===== src/rtl/lc3_ctrl_pkg.sv =====
// Shared types and encodings for the SLC-3 control sequencer.
package lc3_ctrl_pkg;

    // Operand selects that depend on IR bits get their own states,
    // so every output is a function of state and counter alone.
    typedef enum logic [4:0] {
        S_HALTED,
        S_FETCH1, S_FETCH2, S_FETCH3, S_DECODE,
        S_ADD_R, S_ADD_I, S_AND_R, S_AND_I, S_NOT,
        S_BR_TAKEN, S_JMP,
        S_JSR1, S_JSR2_OFF, S_JSR2_REG,
        S_LDR1, S_LDR2, S_LDR3,
        S_STR1, S_STR2, S_STR3,
        S_PAUSE1, S_PAUSE_WAIT, S_PAUSE2
    } state_t;

    localparam logic [3:0] OP_BR    = 4'b0000;
    localparam logic [3:0] OP_ADD   = 4'b0001;
    localparam logic [3:0] OP_JSR   = 4'b0100;
    localparam logic [3:0] OP_AND   = 4'b0101;
    localparam logic [3:0] OP_LDR   = 4'b0110;
    localparam logic [3:0] OP_STR   = 4'b0111;
    localparam logic [3:0] OP_NOT   = 4'b1001;
    localparam logic [3:0] OP_JMP   = 4'b1100;
    localparam logic [3:0] OP_PAUSE = 4'b1101;

    localparam logic [1:0] PCMUX_INC   = 2'd0;
    localparam logic [1:0] PCMUX_BUS   = 2'd1;
    localparam logic [1:0] PCMUX_ADDER = 2'd2;

    localparam logic [1:0] ADDR2_ZERO  = 2'd0;
    localparam logic [1:0] ADDR2_OFF6  = 2'd1;
    localparam logic [1:0] ADDR2_OFF9  = 2'd2;
    localparam logic [1:0] ADDR2_OFF11 = 2'd3;

    localparam logic [1:0] ALU_ADD   = 2'd0;
    localparam logic [1:0] ALU_AND   = 2'd1;
    localparam logic [1:0] ALU_NOT   = 2'd2;
    localparam logic [1:0] ALU_PASSA = 2'd3;

endpackage


===== src/rtl/mem_wait_counter.sv =====
// Wait-state counter for SRAM accesses; done marks the last strobe cycle.
module mem_wait_counter #(
    parameter int MEM_WAIT = 3
) (
    input  logic clk,
    input  logic rst_n,
    input  logic en,
    output logic done
);

    logic [3:0] cnt;

    assign done = en && (cnt == 4'(MEM_WAIT - 1));

    // Count while a memory state is active; idle keeps it at zero so every
    // memory state starts from a cleared count.
    always_ff @(posedge clk or negedge rst_n) begin
        if (!rst_n)
            cnt <= 4'd0;
        else if (!en || done)
            cnt <= 4'd0;
        else
            cnt <= cnt + 4'd1;
    end

endmodule


===== src/rtl/lc3_control_sequencer.sv =====
// Moore control FSM driving the SLC-3 datapath and SRAM strobes.
module lc3_control_sequencer
    import lc3_ctrl_pkg::*;
#(
    parameter int MEM_WAIT = 3
) (
    input  logic       Clk,
    input  logic       Reset_n,
    input  logic       Run,
    input  logic       Continue,
    input  logic [3:0] Opcode,
    input  logic       IR_5,
    input  logic       IR_11,
    input  logic       BEN,
    output logic       LD_MAR, LD_MDR, LD_IR, LD_BEN, LD_CC, LD_REG, LD_PC, LD_LED,
    output logic       GatePC, GateMDR, GateALU, GateMARMUX,
    output logic [1:0] PCMUX,
    output logic       DRMUX, SR1MUX, SR2MUX, ADDR1MUX,
    output logic [1:0] ADDR2MUX,
    output logic [1:0] ALUK,
    output logic       Mem_OE, Mem_WE,
    output logic       Halted
);

    state_t state, next;
    logic   mem_en, mem_done;

    assign mem_en = (state == S_FETCH2) || (state == S_LDR2) || (state == S_STR3);

    mem_wait_counter #(.MEM_WAIT(MEM_WAIT)) u_wait (
        .clk   (Clk),
        .rst_n (Reset_n),
        .en    (mem_en),
        .done  (mem_done)
    );

    // State register; reset drops straight to Halted even mid-access.
    always_ff @(posedge Clk or negedge Reset_n) begin
        if (!Reset_n) state <= S_HALTED;
        else          state <= next;
    end

    // Next-state and Moore output decode.
    always_comb begin
        next = state;
        {LD_MAR, LD_MDR, LD_IR, LD_BEN, LD_CC, LD_REG, LD_PC, LD_LED} = 8'd0;
        {GatePC, GateMDR, GateALU, GateMARMUX} = 4'd0;
        {DRMUX, SR1MUX, SR2MUX, ADDR1MUX} = 4'd0;
        PCMUX = PCMUX_INC; ADDR2MUX = ADDR2_ZERO; ALUK = ALU_ADD;
        {Mem_OE, Mem_WE, Halted} = 3'd0;
        case (state)
            S_HALTED: begin
                Halted = 1'b1;
                if (Run) next = S_FETCH1;
            end
            S_FETCH1: begin
                GatePC = 1'b1; LD_MAR = 1'b1; LD_PC = 1'b1;
                next = S_FETCH2;
            end
            S_FETCH2: begin
                Mem_OE = 1'b1; LD_MDR = mem_done;
                if (mem_done) next = S_FETCH3;
            end
            S_FETCH3: begin
                GateMDR = 1'b1; LD_IR = 1'b1;
                next = S_DECODE;
            end
            S_DECODE: begin
                LD_BEN = 1'b1;
                case (Opcode)
                    OP_ADD:   next = IR_5 ? S_ADD_I : S_ADD_R;
                    OP_AND:   next = IR_5 ? S_AND_I : S_AND_R;
                    OP_NOT:   next = S_NOT;
                    OP_BR:    next = BEN ? S_BR_TAKEN : S_FETCH1;
                    OP_JMP:   next = S_JMP;
                    OP_JSR:   next = S_JSR1;
                    OP_LDR:   next = S_LDR1;
                    OP_STR:   next = S_STR1;
                    OP_PAUSE: next = S_PAUSE1;
                    default:  next = S_FETCH1;
                endcase
            end
            S_ADD_R, S_ADD_I, S_AND_R, S_AND_I: begin
                SR1MUX = 1'b1;
                SR2MUX = (state == S_ADD_I) || (state == S_AND_I);
                ALUK = ((state == S_AND_R) || (state == S_AND_I)) ? ALU_AND : ALU_ADD;
                GateALU = 1'b1; LD_REG = 1'b1; LD_CC = 1'b1;
                next = S_FETCH1;
            end
            S_NOT: begin
                ALUK = ALU_NOT; SR1MUX = 1'b1;
                GateALU = 1'b1; LD_REG = 1'b1; LD_CC = 1'b1;
                next = S_FETCH1;
            end
            S_BR_TAKEN, S_JSR2_OFF: begin
                ADDR1MUX = 1'b0;
                ADDR2MUX = (state == S_BR_TAKEN) ? ADDR2_OFF9 : ADDR2_OFF11;
                PCMUX = PCMUX_ADDER; LD_PC = 1'b1;
                next = S_FETCH1;
            end
            S_JMP, S_JSR2_REG: begin
                SR1MUX = 1'b1; ALUK = ALU_PASSA; GateALU = 1'b1;
                PCMUX = PCMUX_BUS; LD_PC = 1'b1;
                next = S_FETCH1;
            end
            S_JSR1: begin
                GatePC = 1'b1; DRMUX = 1'b1; LD_REG = 1'b1;
                next = IR_11 ? S_JSR2_OFF : S_JSR2_REG;
            end
            S_LDR1, S_STR1: begin
                ADDR1MUX = 1'b1; SR1MUX = 1'b1; ADDR2MUX = ADDR2_OFF6;
                GateMARMUX = 1'b1; LD_MAR = 1'b1;
                next = (state == S_LDR1) ? S_LDR2 : S_STR2;
            end
            S_LDR2: begin
                Mem_OE = 1'b1; LD_MDR = mem_done;
                if (mem_done) next = S_LDR3;
            end
            S_LDR3: begin
                GateMDR = 1'b1; LD_REG = 1'b1; LD_CC = 1'b1;
                next = S_FETCH1;
            end
            S_STR2: begin
                ALUK = ALU_PASSA; GateALU = 1'b1; LD_MDR = 1'b1;
                next = S_STR3;
            end
            S_STR3: begin
                Mem_WE = 1'b1;
                if (mem_done) next = S_FETCH1;
            end
            S_PAUSE1: begin
                LD_LED = 1'b1;
                next = S_PAUSE_WAIT;
            end
            // Two-phase wait: press, then release, so one press is one step.
            S_PAUSE_WAIT: if (Continue) next = S_PAUSE2;
            S_PAUSE2:     if (!Continue) next = S_FETCH1;
            default:      next = S_HALTED;
        endcase
    end

endmodule


===== config.mk =====
export PLATFORM = sky130hd
export DESIGN_NAME = lc3_control_sequencer
export DESIGN_NICKNAME = d
export VERILOG_FILES = /design/src/rtl/lc3_ctrl_pkg.sv /design/src/rtl/mem_wait_counter.sv /design/src/rtl/lc3_control_sequencer.sv
export SDC_FILE = /design/constraint.sdc
export NUM_CORES = 1
export LEC_CHECK = 0
export ABC_CLOCK_PERIOD_IN_PS = 2760
export BUFFER_PORTS_ARGS = -buffer_cell sky130_fd_sc_hd__buf_2
export CORE_MARGIN = 4
export CORE_UTILIZATION = 45
export CTS_CLUSTER_DIAMETER = 200
export DETAILED_ROUTE_END_ITERATION = 8
export HOLD_SLACK_MARGIN = 0.08
export PLACE_DENSITY = 0.67
export SYNTH_ARGS = -nofsm -noshare
export SYNTH_HDL_FRONTEND = slang
export SYNTH_SLANG_ARGS = --single-unit

===== constraint.sdc =====
create_clock -name Clk -period 2.76 [get_ports Clk]
set_input_delay 0.414 -clock Clk [delete_from_list [all_inputs] [get_ports Clk]]
set_output_delay 0.414 -clock Clk [all_outputs]
set_load 0.01 [all_outputs]

; ---- Word-level counts from Yosys, hierarchy flattened
; Index checks and enable logic that the tools add are counted.
[word_totals]
in_bits = 11
regBits = 9
[classes]
n_reduce_logical = 25
n_addsub = 1
eq_ne = 38
mux = 37
[ops]
columns = cell, n
row1 = $pmux 5 s14, 1
row2 = $pmux 5 s9, 1
row3 = $eq 5x4->1 const B, 8
row4 = $eq 5x5->1 const B, 8
row5 = $mux 5, 6
row6 = $eq 5x3->1 const B, 4
row7 = $mux 1, 19
row8 = $eq 4x3->1 const B, 4
row9 = $eq 4x4->1 const B, 3
row10 = $mux 4, 3
row11 = $reduce_or 2->1, 6
row12 = $eq 5x2->1 const B, 2
row13 = $reduce_or 10->1, 1
row14 = $reduce_or 9->1, 1
row15 = $pmux 2 s2, 2
row16 = $reduce_or 8->1, 1
row17 = $reduce_or 7->1, 1
row18 = $mux 2, 3
row19 = $ne 2x1->1 const B, 3
row20 = $ne 2x2->1 const B, 3
row21 = $pmux 2 s3, 1
row22 = $reduce_and 6->1, 1
row23 = $reduce_or 3->1, 2
row24 = $reduce_or 6->1, 1
row25 = 12 further kinds, 16

; ---- Logic depth before layout (Yosys ltp)
[logic_depth]
word_depth = 6
depth_mapped = 7

; ---- Hierarchy
; A second synthesis with hierarchy kept.
[hier_totals]
hier_cells = 183
hier_area_um2 = 1328.8
[modules_own_cells]
columns = mod, cells_each, seq_area_each_um2, area_per_inst_um2, n_inst
row1 = lc3_control_sequencer, 165, 125.1, 1118.6, 1
row2 = mem_wait_counter, 18, 100.1, 210.2, 1

; ---- Worst setup path after synthesis
; Ideal clock, no wire load.
[synth_timing]
kind = register to output
from = reg u_wait.cnt[0]
to = out LD_MDR
t_required_ns = 2.346
path_stages_with_launch = 7
setup_slack_ns = 0.899
arrival_ns = 1.447
cell_sequence = dfrtp_1 > inv_1 > ha_1 > or3b_4 > o21ai_0 > a32oi_1 > nor3_1
[synth_between]
elab_chain_len = 3
[synth_rtl]
columns = item, line_no
row1 = "start, declared", mem_wait_counter.sv:11  ; logic [3:0] cnt;
row2 = "start signal, assigned", mem_wait_counter.sv:23  ; cnt <= cnt + 4'd1;
row3 = $eq 4x2->1, mem_wait_counter.sv:13  ; assign done = en && (cnt == 4'(MEM_WAIT - 1));
row4 = $logic_and 1x1->1, mem_wait_counter.sv:13
row5 = $pmux 1 s2, lc3_control_sequencer.sv:51  ; case (state)
row6 = "end, declared", lc3_control_sequencer.sv:15  ; output logic LD_MAR, LD_MDR, LD_IR, LD_BEN, LD_CC, LD_REG, LD_PC, LD_LED,
; No other way between the ends.

; ---- Worst setup path in the final report
[layout_timing]
from = reg state[3]
to = out ALUK[0]
[layout_between]
elab_chain_len = 4
elab_cells_between_ends = 13
cone_classes = eq/ne (8) / mux (2) / reduce/logical (3)
[layout_rtl]
columns = item, line_no
row1 = "start, declared", lc3_control_sequencer.sv:25  ; state_t state, next;
row2 = "start signal, assigned", lc3_control_sequencer.sv:40  ; else state <= next;
row3 = $eq 5x3->1 or $eq 5x4->1 (tied branches), "lc3_control_sequencer.sv:51, lc3_control_sequencer.sv:86"
row4 = $logic_or 1x1->1, lc3_control_sequencer.sv:86  ; ALUK = ((state == S_AND_R) || (state == S_AND_I)) ? ALU_AND : ALU_ADD;
row5 = $mux 1, lc3_control_sequencer.sv:86
row6 = $pmux 2 s3 *, lc3_control_sequencer.sv:51
row7 = "end, declared", lc3_control_sequencer.sv:20  ; output logic [1:0] ALUK,
; Mark *: on every way between the ends. The rest lies on a longest branch, timed or not.

==> qor.csv <==
metric,value,unit
sequential-to-total area share from yosys stat,15.80,%
vias in the first global route,1354,
Finished Layout Cells,264,
GPL Wtd Cong,0.8993,
most frequent cells in the layout,"buf_2, nor2_1, nand2_1",
# DRC,0,
Post-synth EDFFs,0,
post-route minimum period,2405,ps
Setup-failing EPs final,0,
RSZ-0062 raised after global routing,false,
Clock Sinks,9,
asr flop ratio synth,100.0,%
port buffer count,35,
placed cell count,259,
Crit. End Element,primary output,
max_cap viols,0,
CP Launch Type,flop,
Routed wire per std cell,14.02,um
hold_buf cts,1,
Worst Path Max Fanout,13,
# rows,20,
"final std cell area, no fill",1599,sq um
final hold violations,0,
area post-placement,1563,sq um
syn nets,210,
pre-CTS WS,707.8,ps
Pre-antenna DRT Iters,4,
Layout Utilization,52.38,%
number of distinct library cells after synthesis,60,
status,"finished, final reports clean",
total core area,3053,sq um
slowest CP cell,dfrtp_1,
"Req. time, crit path",2350,ps
Post-CTS Resized,0,
drt total wl,3.701,mm
nets@finish,234,
Max Freq,415.8,MHz
area grow syn2layout,12.20,%
vias,1516,
Synth Register Bits,9,
Mapped Area,1425,sq um
CP max stage delay,600,ps
initial antenna violation count,0,
YS warnings,0,
setup tns final,0,ps
static leakage,0.0007121,uW
GRT Total Usage,18.54,%
HPWL Detailed,2.692,mm
maximum vdd drop,0.0002553,V
Final period util,87.14,%
Pins Over Slew Limit,0,
first-pass GRT wire length,6.292,mm
# Post-CTS Setup Buffers,0,
Die W,64.28,um
num ports,36,
clk_lat worst skew,270,ps
Pwr per Cell Area,915.0,nW/um^2
critical path type,flop to primary output,
Clock Root Buffer,clkbuf_4,
pin count of the biggest net entering global routing,29,
Synth Area per Inst,7.234,sq um
Setup WS post-layout,354.8,ps
total grt overflow,0,
die footprint,4131,sq um
H-Tree Depth,1,
clk slew on worst S/H paths,70,ps
Synth Instances,197,
CTS Buffer Depth,2,
worst slew pin tran,447.5,ps
share of post-route cells with drive strength above 1,25.00,%
post-route ant nets,0,
"reg-to-reg slack, setup",910,ps
first-iteration detailed-routing DRC count,129,
CTS tree,yes,
total CTS buffers,3,
Rel. slew slack,70.17,%
n_diodes,0,
Via density,5.742,
Post-synth top flop,dfrtp_1,
worst endpoint data arrival time,1990,ps
worst path cell trace,"clkinv_1, nor2_1, a22oi_1, o32ai_1, buf_2",
"commonest non-fill, non-tap cell in the layout",buf_2,
Die H,64.28,um
initial core utilization,46.68,%
Setup Skew,5.436,ps
HP Class,flop to flop,
-- critical path: cells and delay by family (launching register included) --
kind	cells	cell delay, ps
AO/OA/AOI/OAI	2	260
AND/OR/NAND/NOR	1	300
buffers and inverters	2	560
flip-flops	1	600
-- power by group --
part           leakage [uW]  switching [uW]  internal, uW  total, uW
clock             0.0000150            51.2          56.0        107
combinational      0.000578             650           465       1110
sequential         0.000119            70.3           171        241
total              0.000712             772           691       1460
-- final timing paths --
check | cells past startpoint | from | endpoint
setup / recovery | 5 | state[3] | ALUK[0]
hold / removal | 1 | u_wait.cnt[0] | u_wait.cnt[0]
setup reg to reg | 5 | state[4] | state[2]
hold reg to reg | 1 | u_wait.cnt[0] | u_wait.cnt[0]
max in group asynchronous | 2 | Reset_n | u_wait.cnt[0]
min in group asynchronous | 2 | Reset_n | state[2]
-- per-layer routing --
| layer | wire length, um | vias to the layer above | part of all wire, % | global-route usage (%) |
|---|---|---|---|---|
| li1 | - | 771 | - | - |
| met1 | 1727 | 691 | 47 | 26.20 |
| met2 | 1727 | 49 | 47 | 29.77 |
| met3 | 192 | 5 | 5.2 | 0.8787 |
| met4 | 54 | 0 | 1.5 | 6.596 |
| met5 | 0 | - | 0 | 0 |
-- synth_stat cells, types with 4 or more instances --
| cell type | n | share of area [%] |
|---|---|---|
| a21oi_1 | 11 | 3.9 |
| a31oi_1 | 5 | 2.2 |
| buf_2 | 11 | 3.9 |
| buf_4 | 5 | 2.6 |
| clkbuf_1 | 4 | 1.1 |
| dfrtp_1 | 9 | 16 |
| nand2_1 | 12 | 3.2 |
| nand2b_1 | 10 | 4.4 |
| nand3_1 | 7 | 2.5 |
| nand3b_1 | 6 | 3.2 |
| nor2_1 | 23 | 6.1 |
| nor2b_1 | 4 | 1.8 |
| nor3_1 | 9 | 3.2 |
| o21ai_0 | 10 | 3.5 |
| o22ai_1 | 4 | 1.8 |
-- per-stage QoR --
step	total power, uW	hold WS (ps)
after global routing	1613	524.0
final	1463	483.9
after CTS	1468	486.5
after floorplan	1122	118.4
after global placement	1354	273.2
after detailed placement	1357	272.4
-- registers in the layout, indices dropped and copies added, names as in the netlist --
signal / count
u_wait.cnt: 4
state: 5
-- cell families after synthesis --
logic type	count (synthesis)	synth area share, %
fa+ha+maj	2	1.756
compound gates	58	29.94
xor+xnor	6	3.688
simple gates	94	37.58
flops	9	15.80
buf+inv	28	11.24
-- layout make-up --
| type | instances | area (sq um) |
|---|---|---|
| clock buffers | 4 | 26.28 |
| fillers | 320 | 1454 |
| inverters | 4 | 15.01 |
| multi-input cells | 160 | 1040 |
| flip-flops and latches | 9 | 225.2 |
| well taps | 44 | 55.05 |
| repair buffers | 43 | 237.7 |
No activity file was read; power rests on OpenSTA's default activity.
